--- src/rtl/matmul_pkg.sv ---
// Shared types and helpers for the matmul front end.
// Imported by the loader and by the matmul core.
package matmul_pkg;

    typedef enum logic [1:0] {
        LOAD_A,
        LOAD_B,
        HOLD,
        DONE
    } loader_state_t;

    function automatic int idx_lsb(input int k, input int width);
        return k * width;
    endfunction

endpackage

--- src/rtl/matmul_loader.sv ---
// Stream-to-matrix loader: packs A then B, holds them
// for the core latency, then offers C downstream.
module matmul_loader
    import matmul_pkg::*;
#(
    parameter int N       = 4,
    parameter int WIDTH   = 16,
    parameter int LATENCY = 4
) (
    input  logic                    clk,
    input  logic                    rstn,
    input  logic [WIDTH-1:0]        s_data,
    input  logic                    s_valid,
    input  logic                    s_last,
    output logic                    s_ready,
    output logic [N*N*WIDTH-1:0]    A_flat,
    output logic [N*N*WIDTH-1:0]    B_flat,
    output logic                    mat_valid,
    output logic                    c_valid,
    input  logic                    c_ready,
    output logic                    err
);

    localparam int NN = N * N;
    localparam int CW = $clog2(NN);
    localparam int LW = $clog2(LATENCY + 1);
    localparam logic [CW-1:0] CNT_LAST = CW'(NN - 1);
    localparam logic [LW-1:0] LAT_LAST = LW'(LATENCY - 1);

    loader_state_t state, state_nx;
    logic [CW-1:0] cnt, cnt_nx;
    logic [LW-1:0] lat_cnt, lat_nx;
    logic          err_nx;
    logic          wr_a, wr_b;
    logic          accept;
    logic          run;

    // Handshake/status flags come from registers only; run
    // keeps s_ready low for every cycle spent in reset.
    assign s_ready   = run && (state == LOAD_A || state == LOAD_B);
    assign mat_valid = (state == HOLD) || (state == DONE);
    assign c_valid   = (state == DONE);
    assign accept    = s_valid && s_ready;

    // Next-state, counter and write-enable decode.
    always_comb begin
        state_nx = state;
        cnt_nx   = cnt;
        lat_nx   = lat_cnt;
        err_nx   = 1'b0;
        wr_a     = 1'b0;
        wr_b     = 1'b0;
        unique case (state)
            LOAD_A: begin
                if (accept) begin
                    if (s_last) begin
                        err_nx = 1'b1;
                        cnt_nx = '0;
                    end else if (cnt == CNT_LAST) begin
                        wr_a     = 1'b1;
                        cnt_nx   = '0;
                        state_nx = LOAD_B;
                    end else begin
                        wr_a   = 1'b1;
                        cnt_nx = cnt + 1'b1;
                    end
                end
            end
            LOAD_B: begin
                if (accept) begin
                    if (cnt == CNT_LAST) begin
                        wr_b     = 1'b1;
                        cnt_nx   = '0;
                        err_nx   = !s_last;
                        state_nx = HOLD;
                    end else if (s_last) begin
                        err_nx   = 1'b1;
                        cnt_nx   = '0;
                        state_nx = LOAD_A;
                    end else begin
                        wr_b   = 1'b1;
                        cnt_nx = cnt + 1'b1;
                    end
                end
            end
            HOLD: begin
                lat_nx = lat_cnt + 1'b1;
                if (lat_cnt == LAT_LAST) begin
                    state_nx = DONE;
                end
            end
            DONE: begin
                if (c_ready) begin
                    lat_nx   = '0;
                    state_nx = LOAD_A;
                end
            end
            default: state_nx = LOAD_A;
        endcase
    end

    // State, counters, error pulse and operand packing.
    always_ff @(posedge clk) begin
        if (!rstn) begin
            state   <= LOAD_A;
            cnt     <= '0;
            lat_cnt <= '0;
            err     <= 1'b0;
            run     <= 1'b0;
            A_flat  <= '0;
            B_flat  <= '0;
        end else begin
            state   <= state_nx;
            cnt     <= cnt_nx;
            lat_cnt <= lat_nx;
            err     <= err_nx;
            run     <= 1'b1;
            for (int k = 0; k < NN; k++) begin
                if (cnt == k[CW-1:0]) begin
                    if (wr_a)
                        A_flat[idx_lsb(k, WIDTH) +: WIDTH] <= s_data;
                    if (wr_b)
                        B_flat[idx_lsb(k, WIDTH) +: WIDTH] <= s_data;
                end
            end
        end
    end

endmodule
--- config.mk ---
export PLATFORM = sky130hd
export DESIGN_NAME = matmul_loader
export DESIGN_NICKNAME = d
export VERILOG_FILES = /design/src/rtl/matmul_pkg.sv /design/src/rtl/matmul_loader.sv
export SDC_FILE = /design/constraint.sdc
export NUM_CORES = 1
export LEC_CHECK = 0
export CAP_MARGIN = 10
export CORE_UTILIZATION = 44
export CTS_CLUSTER_SIZE = 12
export DETAILED_ROUTE_END_ITERATION = 10
export GPL_ROUTABILITY_DRIVEN = 0
export GPL_TIMING_DRIVEN = 0
export MAX_ROUTING_LAYER = met4
export PLACE_DENSITY = 0.77
export SETUP_SLACK_MARGIN = 0.3
export SLEW_MARGIN = 30
export SYNTH_ARGS = -nofsm -noshare
export SYNTH_HDL_FRONTEND = slang
export SYNTH_SLANG_ARGS = --single-unit
export TNS_END_PERCENT = 20
--- constraint.sdc ---
create_clock -name clk -period 2.5 [get_ports clk]
set_clock_uncertainty 0.15 [all_clocks]
set_input_delay 0.5 -clock clk [delete_from_list [all_inputs] [get_ports clk]]
set_output_delay 0.5 -clock clk [all_outputs]
set_load 0.005 [all_outputs]
After elaboration in Yosys (flattened, before gate mapping). Cells that the tools add are included.

Add/subtract/negate cells: 2. Eq/ne operators: 26. Multiplexer cells: 30. Reductions and logical operators: 44.

Operators with widths (number): 2-bit AND reduction (33); 4-bit == test, second input constant (8); 4-bit two-way mux (6); 4-bit by 3-bit == test with 1-bit output, second input constant (4); 2-bit two-way mux (8); 1-bit two-way mux (11); 4-bit by 2-bit == test with 1-bit output, second input constant (2); 2-bit case mux with 4 select lines (1); 4-bit case mux with 2 select lines (1); 7-bit AND reduction (1); 2-bit by 1-bit != test with 1-bit output, second input constant (3); 2-bit != test, second input constant (3); 3-bit case mux with 2 select lines (1); 4-bit by 1-bit adder with 4-bit output, second input constant (1); 2-bit == test, second input constant (2); 4-bit by 1-bit == test with 1-bit output, second input constant (1); 4-bit zero test (1); 2-bit nonzero test (2); 3-bit by 1-bit adder with 3-bit output, second input constant (1); 3-bit by 2-bit == test with 1-bit output, second input constant (1); 3-bit two-way mux (1); 3-bit by 2-bit != test with 1-bit output, second input constant (1); 3-bit AND reduction (1); 2-bit by 1-bit == test with 1-bit output, second input constant (1); 5 further kinds (7).

Register bits: 523. Output and inout port bits: 516. Logic and storage cells: 139.

Longest topological paths before layout. Gate-level depths: netlist of the first run.

Word-level depth: 7. Depth in mapped cells: 9. Mapped depth without buffers: 6.

Worst setup path after synthesis of the first run. OpenSTA, ideal clock, no wires.

Kind: reg2reg. Start: reg cnt[0]. End: reg B_flat[245]. Setup time: 72 ps. Arrival time: 2170 ps. Slack: 108 ps. Stages on the path, launching flop included: 10. Path buffers: 3. Period minus slack after synthesis: 2392 ps. Path through: dfxtp_1 > ha_1 > buf_2 > nand3_1 > ha_1 > and2b_1 > nor4b_1 > buf_2 > buf_6 > mux2i_1.

Cells in the longest elaborated chain, start to end: 5.

Ends and longest elaborated chain: start: declaration (RTL line matmul_loader.sv:31) `logic [CW-1:0] cnt, cnt_nx;`; start signal: assignment (RTL line matmul_loader.sv:114) `cnt <= cnt_nx;`; 4-bit == test * (RTL line matmul_loader.sv:71, matmul_loader.sv:119); 1-bit two-way mux (RTL line matmul_loader.sv:71) `if (cnt == CNT_LAST) begin`; 1-bit two-way mux (RTL line matmul_loader.sv:70) `if (accept) begin`; 1-bit two-way mux (RTL line matmul_loader.sv:53) `unique case (state)`; 2-bit AND reduction (no source line) *; end signal: indexed assignment (RTL line matmul_loader.sv:123) `B_flat[idx_lsb(k, WIDTH) +: WIDTH] <= s_data;`; end: declaration (RTL line matmul_loader.sv:17) `output logic [N*N*WIDTH-1:0] B_flat,`.

Every way passes the cells marked *; elsewhere a longest branch is shown, timed or not. A chain may end at the register's enable or synchronous reset.

Worst setup path in the final report of the first run.
Start: reg A_flat[239]. End: out A_flat[239].

RTL lines: start: declaration (RTL line matmul_loader.sv:16) `output logic [N*N*WIDTH-1:0] A_flat,`; start signal: indexed assignment (RTL line matmul_loader.sv:121) `A_flat[idx_lsb(k, WIDTH) +: WIDTH] <= s_data;`.

No word-level cell between the ends.

==> results of run 1 <==
==> through the flow <==
step | std cells | power (mW) | setup WS, ps | setup TNS (ps) | util (%)
after floorplan | 1979 | 8.82 | 301 | 0 | -
after global placement | 3084 | 9.09 | -770 | -237810 | 58.7
after detailed placement | 3084 | 9.10 | -840 | -263330 | 58.8
after CTS | 3195 | 16.7 | 139 | 0 | 63.5
after global routing | 3219 | 17.1 | 176 | 0 | 64.4
final | 3220 | 16.7 | 226 | 0 | 64.4
==> what timing repair did <==
item	CTS	global route
setup buffers	21	22
pin swaps	6	4
gates resized for setup	83	85
setup endpoints to repair	476	477
cloned	1	2
hold endpoints to repair	0	0
==> cell families (layout without fill, tap and decap cells) <==
family	after synthesis	in the layout	synth area share, %
adder cells (fa/ha/maj)	7	7	0.447
AO/OA/AOI/OAI	242	242	6.70
other	0	1	0
AND/OR/NAND/NOR	605	605	14.3
buffers and inverters	202	857	4.65
flip-flops	523	523	53.5
multiplexers	400	400	20.5
==> power groups by stage <==
stage          logic (mW)  clock network, mW  registers, mW
5_1_grt             0.623               8.11           8.35
3_3_place_gp        0.556                  0           8.54
6_report            0.600               7.74           8.35
3_5_place_dp        0.566                  0           8.54
4_1_cts             0.583               7.79           8.35
2_1_floorplan       0.285                  0           8.54
==> Yosys cell counts, types with 7 or more instances <==
library cell / number
a21oi_1: 86
buf_2: 26
a21boi_0: 31
nand2_1: 420
nand3_1: 119
mux2i_1: 400
nand2_2: 15
clkbuf_1: 139
dfxtp_1: 523
ha_1: 7
o21ai_0: 114
buf_4: 20
==> how the worst max path moves through the flow <==
stage	startpoint	endpoint	slack, ps	cells past startpoint
global route	rstn	B_flat[37]$_SDFFE_PN0P_	180	5
finish	A_flat[239]$_SDFFE_PN0P_	A_flat[239]	230	1
global placement	rstn	A_flat[136]$_SDFFE_PN0P_	-770	6
detailed placement	rstn	A_flat[136]$_SDFFE_PN0P_	-840	6
CTS	state[0]$_SDFFE_PN0P_	c_valid	140	4
floorplan	cnt[0]$_SDFFE_PN0P_	B_flat[245]$_SDFFE_PN0P_	300	9
==> per-layer routing <==
layer | up-vias | track usage [%] | wire (um)
li1 | 7939 | - | -
met4 | 0 | 16.9 | 3770
met1 | 8474 | 36.9 | 28400
met3 | 221 | 9.91 | 7500
met5 | - | - | 0
met2 | 870 | 52.9 | 35300
==> flip-flops by register name, indices dropped and copies added (netlist names), named ones only <==
register	count
A_flat	256
B_flat	256
cnt	4
lat_cnt	3
err	1
run	1
state	1
==> layout make-up <==
type                            instances  area (um2)
Antenna cell                            1        2.50
Clock buffer                           78        1520
Buffer                                197        1120
Timing Repair Buffer                  566        5630
Clock inverter                         11         131
Fill cell                            3454       15500
Inverter                                5        18.8
Tap cell                              585         732
Multi-Input combinational cell       1254        8350
Sequential cell                       523       10500
==> results_dict.tcl, run 1 <==
set metrics [dict create \
    status "complete, no violations" \
    crit_arrival_ps 1620 \
    p_int_mw 12.9 \
    antenna_found_initial 0 \
    grt_start_max_net_pins 15 \
    seq_power_share_pct 50.0 \
    power_per_cell_area_nw_per_um2 597 \
    gr-total-overflow 0 \
    drcViolationCount 0 \
    end_kind "output pin" \
    syn_area_per_cell_um2 9.89 \
    peakVddDrop_mv 0.531 \
    drv_slew 0 \
    vias 17500 \
    fin_crit_ps 2270 \
    track_usage_pct 32.9 \
    synthArstFlopShare_pct 0 \
    synthTopCellsByArea "dfxtp_1 (53%), mux2i_1 (20%), nand2_1 (8.1%), nand3_1 (3.0%), o21ai_0 (2.9%)" \
    die_x_um 213 \
    wl_mm 75.0 \
    dp_hpwl_mm 53.9 \
    fin_area_um2 28000 \
    worst-setup-path-type "flop to output pin" \
    worstHoldPathType "input port to flop" \
    synth_ff_type "dfxtp_1" \
    rsz0062_at_grt "true" \
    clock-sinks 523 \
    drive_gt1_share_pct 10.4 \
    syn_nets 2007 \
    hp-start "s_data[15]" \
    netSwitchingFraction_pct 22.9 \
    viasPerCell 5.44 \
    finalCritPeriodShare_pct 91.0 \
    synth_top_cell_by_area "dfxtp_1" \
    grt_pass1_vias 17600 \
    tritoncts "yes" \
    hold_viol 0 \
    clockRootBuffer "clkbuf_16" \
    die_area_um2 45300 \
    synth_top_cell_area_share_pct 53.5 \
    ys_types 48 \
    h-tree-depth 2 \
    synthCells 1979 \
    netlist_area_um2 19600 \
    holdBufCountCts 0 \
    io_buffers 520 \
    cts_buffers 54 \
    synthToLayoutAreaGrowth_pct 42.9 \
    ys_ff_latch 523 \
    p_leak_nw 12.2 \
    combPwrFrac_pct 3.6 \
    rr_endpoint "B_flat[171]$_SDFFE_PN0P_" \
    core_area_um2 43500 \
    wl_per_cell_um 23.3 \
    yosys_warnings 0 \
    reg2reg_depth 9 \
    final_cell_mix "dfxtp_1 (518), clkdlybuf4s50_1 (517), nand2_1 (418)" \
    place_area_um2 25500 \
    cpPeakStageDelay_ps 660 \
    dr.first_iter.drc_count 1460 \
    power_frac_clock_pct 46.4 \
    yosysSeqAreaShare_pct 53.5 \
    final_nets 2629 \
    grt_pass1_wl_mm 108 \
    worst_setup_path_start_kind "flop" \
    clock_path_buffers 3 \
    firstDrtPassIters 9 \
    clk_pin_slew_ps 60 \
    crit_path_max_fanout 2 \
    ant_nets 0 \
    worstMarginPinSlew_ps 908 \
    cpMaxStageDelayCell "clkdlybuf4s50_1" \
    timing.hold.ws_ps 175 \
    required_ps 1850 \
    finalSetupViolations 0 \
    initial_core_util_pct 45.1 \
    min_to "A_flat[191]$_SDFFE_PN0P_" \
    max-slew-margin-rel_pct 39.4 \
    r2r_start "cnt[2]$_SDFFE_PN0P_" \
    fmax_ghz 0.440 \
    die_y_um 213 \
    power_switching_mw 3.82 \
    cap_violations 0 \
    cp_top_family "buffers and inverters" \
    clock_latency_ps 600 \
    synth-edff-count 0 \
    crit_buf_inv 1 \
    io_pins 537 \
    layout_commonest_cell "dfxtp_1" \
    rows 76 \
    path_cells "clkdlybuf4s50_1" \
    min_delay_path_depth 3 \
    rrSetupSlack_ps 260 \
]
Power figures use the tool's default switching activity.
==> run 2, diff against run 1 <==
--- a/config.mk
+++ b/config.mk
@@ -5,6 +5,7 @@
 export SDC_FILE = /design/constraint.sdc
 export NUM_CORES = 1
 export LEC_CHECK = 0
+export ABC_AREA = 0
 export CAP_MARGIN = 10
 export CORE_UTILIZATION = 44
 export CTS_CLUSTER_SIZE = 12
@@ -12,7 +13,7 @@
 export GPL_ROUTABILITY_DRIVEN = 0
 export GPL_TIMING_DRIVEN = 0
 export MAX_ROUTING_LAYER = met4
-export PLACE_DENSITY = 0.77
+export PLACE_DENSITY_LB_ADDON = 0.12
 export SETUP_SLACK_MARGIN = 0.3
 export SLEW_MARGIN = 30
 export SYNTH_ARGS = -nofsm -noshare
==> results_dict.tcl, run 2 (synthesis gave the netlist of run 1 again) <==
set metrics [dict create \
    ant_nets 0 \
    rsz0062_at_grt "true" \
    io_pins 537 \
    worst_setup_path_start_kind "input port" \
    status "complete, no violations" \
    clock_latency_ps 600 \
    fin_crit_ps 2360 \
    firstDrtPassIters 6 \
    fmax_ghz 0.423 \
    peakVddDrop_mv 0.546 \
    antenna_found_initial 0 \
    drv_slew 0 \
    netSwitchingFraction_pct 22.5 \
    grt_pass1_vias 16700 \
    cap_violations 0 \
    crit_path_max_fanout 10 \
    track_usage_pct 32.1 \
    dp_hpwl_mm 52.8 \
    worst-setup-path-type "input port to flop" \
    io_buffers 520 \
    worstMarginPinSlew_ps 840 \
    core_area_um2 43500 \
    worstHoldPathType "input port to flop" \
    power_per_cell_area_nw_per_um2 602 \
    end_kind "flop" \
    wl_per_cell_um 22.7 \
    combPwrFrac_pct 3.6 \
    cpPeakStageDelay_ps 680 \
    dr.first_iter.drc_count 1320 \
    clock_path_buffers 3 \
    rows 76 \
    required_ps 2770 \
    hold_viol 0 \
    viasPerCell 5.30 \
    clockRootBuffer "clkbuf_16" \
    p_leak_nw 12.1 \
    clk_pin_slew_ps 60 \
    initial_core_util_pct 45.1 \
    p_int_mw 13.0 \
    path_cells "clkdlybuf4s50_1, clkbuf_2, nand2_1, clkbuf_1, mux2i_1" \
    wl_mm 72.7 \
    cts_buffers 54 \
    grt_pass1_wl_mm 105 \
    final_core_util_pct 63.9 \
    finalCritPeriodShare_pct 94.6 \
    max-slew-margin-rel_pct 44.0 \
    cpMaxStageDelayCell "clkbuf_1" \
    clock-sinks 523 \
    crit_arrival_ps 2640 \
    finalPower_mw 16.7 \
    dp_slack_ps -857 \
    die_x_um 213 \
    final_nets 2612 \
    seq_power_share_pct 50.0 \
    die_area_um2 45300 \
    final_cell_mix "dfxtp_1 (518), clkdlybuf4s50_1 (517), nand2_1 (420)" \
    synthToLayoutAreaGrowth_pct 41.8 \
    antenna_cells 0 \
    power_frac_clock_pct 46.4 \
    drcViolationCount 0 \
    tritoncts "yes" \
    grt_start_max_net_pins 14 \
    h-tree-depth 2 \
    timing.hold.ws_ps 192 \
    drive_gt1_share_pct 9.47 \
    power_switching_mw 3.76 \
    gr-total-overflow 0 \
    die_y_um 213 \
    finalSetupViolations 0 \
    layout_commonest_cell "dfxtp_1" \
    vias 17000 \
    reg_top3 "A_flat x256, B_flat x256, cnt x4" \
    setup_slack_ps 135 \
]
run 2: cell types whose count changed in the layout (fill, tap and decap cells not counted), moves of 3 or more:
cell / delta
inv_6: -3
clkbuf_16: +3
buf_4: -14
buf_6: +4
buf_8: -4
clkbuf_4: -5
clkbuf_8: +3
clkbuf_1: +6
run 2: power groups by stage:
stage	registers [mW]	logic, mW	clock network, mW
6_report	8.35	0.597	7.76
5_1_grt	8.35	0.624	8.17
4_1_cts	8.35	0.584	7.83
3_5_place_dp	8.54	0.571	0
3_3_place_gp	8.54	0.563	0
2_1_floorplan	8.54	0.285	0
run 2: timing repair:
action | 4_1_cts | 5_1_grt
buffers inserted | 17 | 10
gates cloned | 0 | 2
gates resized for setup | 72 | 83
pin swaps | 6 | 1
setup endpoints to repair | 391 | 446
hold buffers | 0 | 0
run 2: final timing paths:
path | start | endpoint | slack (ps) | cells past startpoint
worst max-delay path | rstn | B_flat[4]$_SDFFE_PN0P_ | 140 | 5
worst min-delay path | s_data[15] | A_flat[191]$_SDFFE_PN0P_ | 190 | 3
worst max register to register | cnt[1]$_SDFFE_PN0P_ | B_flat[252]$_SDFFE_PN0P_ | 240 | 9
worst min register to register | A_flat[171]$_SDFFE_PN0P_ | A_flat[171]$_SDFFE_PN0P_ | 310 | 2
run 2: metrics by stage:
stage / setup TNS [ps] / std cells / instance area [um2]
6_report: 0 / 3203 / 27800
5_1_grt: 0 / 3203 / 27800
4_1_cts: 0 / 3191 / 27500
3_5_place_dp: -228700 / 3084 / 25500
3_3_place_gp: -208560 / 3084 / 25500
2_1_floorplan: 0 / 1979 / 19600
run 2: cell type report:
type | count | area, um2
inverters | 5 | 18.8
clock inverters | 3 | 17.5
well taps | 585 | 732
repair buffers | 549 | 5450
clock buffers | 87 | 1660
flip-flops and latches | 523 | 10500
multi-input cells | 1254 | 8340
fillers | 3675 | 15700
plain buffers | 197 | 1070
run 2: critical path: cells and delay by family:
family | cells | cell delay, ps
simple gates | 1 | 410
mux | 1 | 230
buf+inv | 3 | 1480
run 2: per-layer routing:
layer,track usage [%],vias to the layer above,wire length [um]
met4,13.5,0,2780
met5,-,-,0
met2,52.2,695,34700
li1,-,7916,-
met3,8.32,144,6290
met1,37.6,8211,29000
==> run 3, diff against run 2 <==
--- a/config.mk
+++ b/config.mk
@@ -15,7 +15,7 @@
 export MAX_ROUTING_LAYER = met4
 export PLACE_DENSITY_LB_ADDON = 0.12
 export SETUP_SLACK_MARGIN = 0.3
-export SLEW_MARGIN = 30
+export SKIP_CTS_REPAIR_TIMING = 1
 export SYNTH_ARGS = -nofsm -noshare
 export SYNTH_HDL_FRONTEND = slang
 export SYNTH_SLANG_ARGS = --single-unit
==> results_dict.tcl, run 3 (synthesis gave the netlist of run 1 again) <==
set metrics [dict create \
    firstDrtPassIters 5 \
    combPwrFrac_pct 3.6 \
    grt_start_max_net_pins 14 \
    rsz0062_at_grt "true" \
    wl_mm 72.6 \
    die_y_um 213 \
    dr.first_iter.drc_count 1257 \
    grt_pass1_wl_mm 104 \
    rr_endpoint "B_flat[252]$_SDFFE_PN0P_" \
    status "complete, no violations" \
    fin_crit_ps 2290 \
    dp_slack_ps -857 \
    hold_viol 0 \
    rows 76 \
    gr-total-overflow 0 \
    finalPower_mw 16.7 \
    reg_top3 "A_flat x256, B_flat x256, cnt x4" \
    track_usage_pct 31.9 \
    hp-start "s_data[15]" \
    min_to "A_flat[191]$_SDFFE_PN0P_" \
    final_core_util_pct 63.7 \
    clk_pin_slew_ps 60 \
    dp_hpwl_mm 52.8 \
    min_delay_path_depth 3 \
    antenna_found_initial 0 \
    p_int_mw 13.0 \
    required_ps 2790 \
    r2r_start "cnt[3]$_SDFFE_PN0P_" \
    power_per_cell_area_nw_per_um2 603 \
    die_x_um 213 \
    core_area_um2 43500 \
    cts_buffers 54 \
    timing.hold.ws_ps 182 \
    clock-sinks 523 \
    finalSetupViolations 0 \
    cap_violations 0 \
    antenna_cells 0 \
    h-tree-depth 2 \
    die_area_um2 45300 \
    final_cell_mix "dfxtp_1 (518), clkdlybuf4s50_1 (517), nand2_1 (420)" \
    initial_core_util_pct 45.1 \
    vias 16900 \
    seq_power_share_pct 50.0 \
    io_pins 537 \
    peakVddDrop_mv 0.543 \
    finalCritPeriodShare_pct 91.5 \
    worst_setup_path_start_kind "input port" \
    viasPerCell 5.29 \
    drcViolationCount 0 \
    fmax_ghz 0.437 \
    netSwitchingFraction_pct 22.5 \
    drv_slew 0 \
    max-slew-margin-rel_pct 37.9 \
    fillers 3668 \
    tritoncts "yes" \
    synthToLayoutAreaGrowth_pct 41.5 \
    power_switching_mw 3.76 \
    clock_path_buffers 3 \
    crit_arrival_ps 2580 \
    worst-setup-path-type "input port to flop" \
    p_leak_nw 12.1 \
    grt_pass1_vias 16500 \
    end_kind "flop" \
    worstHoldPathType "input port to flop" \
    final_nets 2605 \
    rrSetupSlack_ps 250 \
    clock_latency_ps 610 \
    worstMarginPinSlew_ps 932 \
    ant_nets 0 \
    drive_gt1_share_pct 8.92 \
    reg2reg_depth 9 \
    crit_path_max_fanout 10 \
    io_buffers 520 \
    power_frac_clock_pct 46.5 \
    wl_per_cell_um 22.7 \
    clockRootBuffer "clkbuf_16" \
    setup_slack_ps 211 \
    layout_commonest_cell "dfxtp_1" \
]
-- run 3: cell count changes in the layout (fill, tap and decap cells not counted), sizes merged --
cell	delta
dlymetal6s2s	+1
clkbuf	+2
buf	-10
-- run 3: area by class of cell --
class	instances	area (um2)	share of cell area, %
clock inverters	3	17.5	0.0632
repair buffers	542	5400	19.5
clock buffers	87	1660	5.99
flip-flops and latches	523	10500	37.8
multi-input cells	1254	8340	30.1
plain buffers	197	1050	3.81
inverters	5	18.8	0.0678
well taps	585	732	2.64
-- run 3: through the flow --
stage                     cell area [um2]  std cells  setup TNS, ps
after global placement              25500       3084        -208560
after CTS                           27200       3174         -11210
after global routing                27700       3196              0
final                               27700       3196              0
after detailed placement            25500       3084        -228700
after floorplan                     19600       1979              0
-- run 3: per-layer routing --
layer  global-route usage [%]  wire length (um)  share of wire (%)
met5                        -                 0                  0
met3                     8.32              6150                8.5
met4                     13.6              2740                3.8
met2                     51.5             34700                 48
met1                     37.4             29000                 40
-- run 3: worst max-delay path, cell delays in order --
cell             delay [ps]
clkdlybuf4s50_1         510
buf_1                   240
nand2_1                 390
clkbuf_1                740
mux2i_1                 170
-- run 3: worst max-delay path by stage --
stage	slack, ps	startpoint	end
floorplan	300	cnt[0]$_SDFFE_PN0P_	B_flat[245]$_SDFFE_PN0P_
global placement	-750	rstn	A_flat[142]$_SDFFE_PN0P_
detailed placement	-860	rstn	A_flat[142]$_SDFFE_PN0P_
CTS	-420	flop	c_valid
global route	150	cnt[1]$_SDFFE_PN0P_	B_flat[253]$_SDFFE_PN0P_
finish	210	rstn	B_flat[201]$_SDFFE_PN0P_
-- run 3: power by group through the flow --
| stage | clock network [mW] | logic (mW) | registers, mW |
|---|---|---|---|
| after floorplan | 0 | 0.285 | 8.54 |
| after global placement | 0 | 0.563 | 8.54 |
| after detailed placement | 0 | 0.571 | 8.54 |
| after CTS | 7.83 | 0.572 | 8.36 |
| after global routing | 8.17 | 0.622 | 8.35 |
| final | 7.77 | 0.595 | 8.35 |
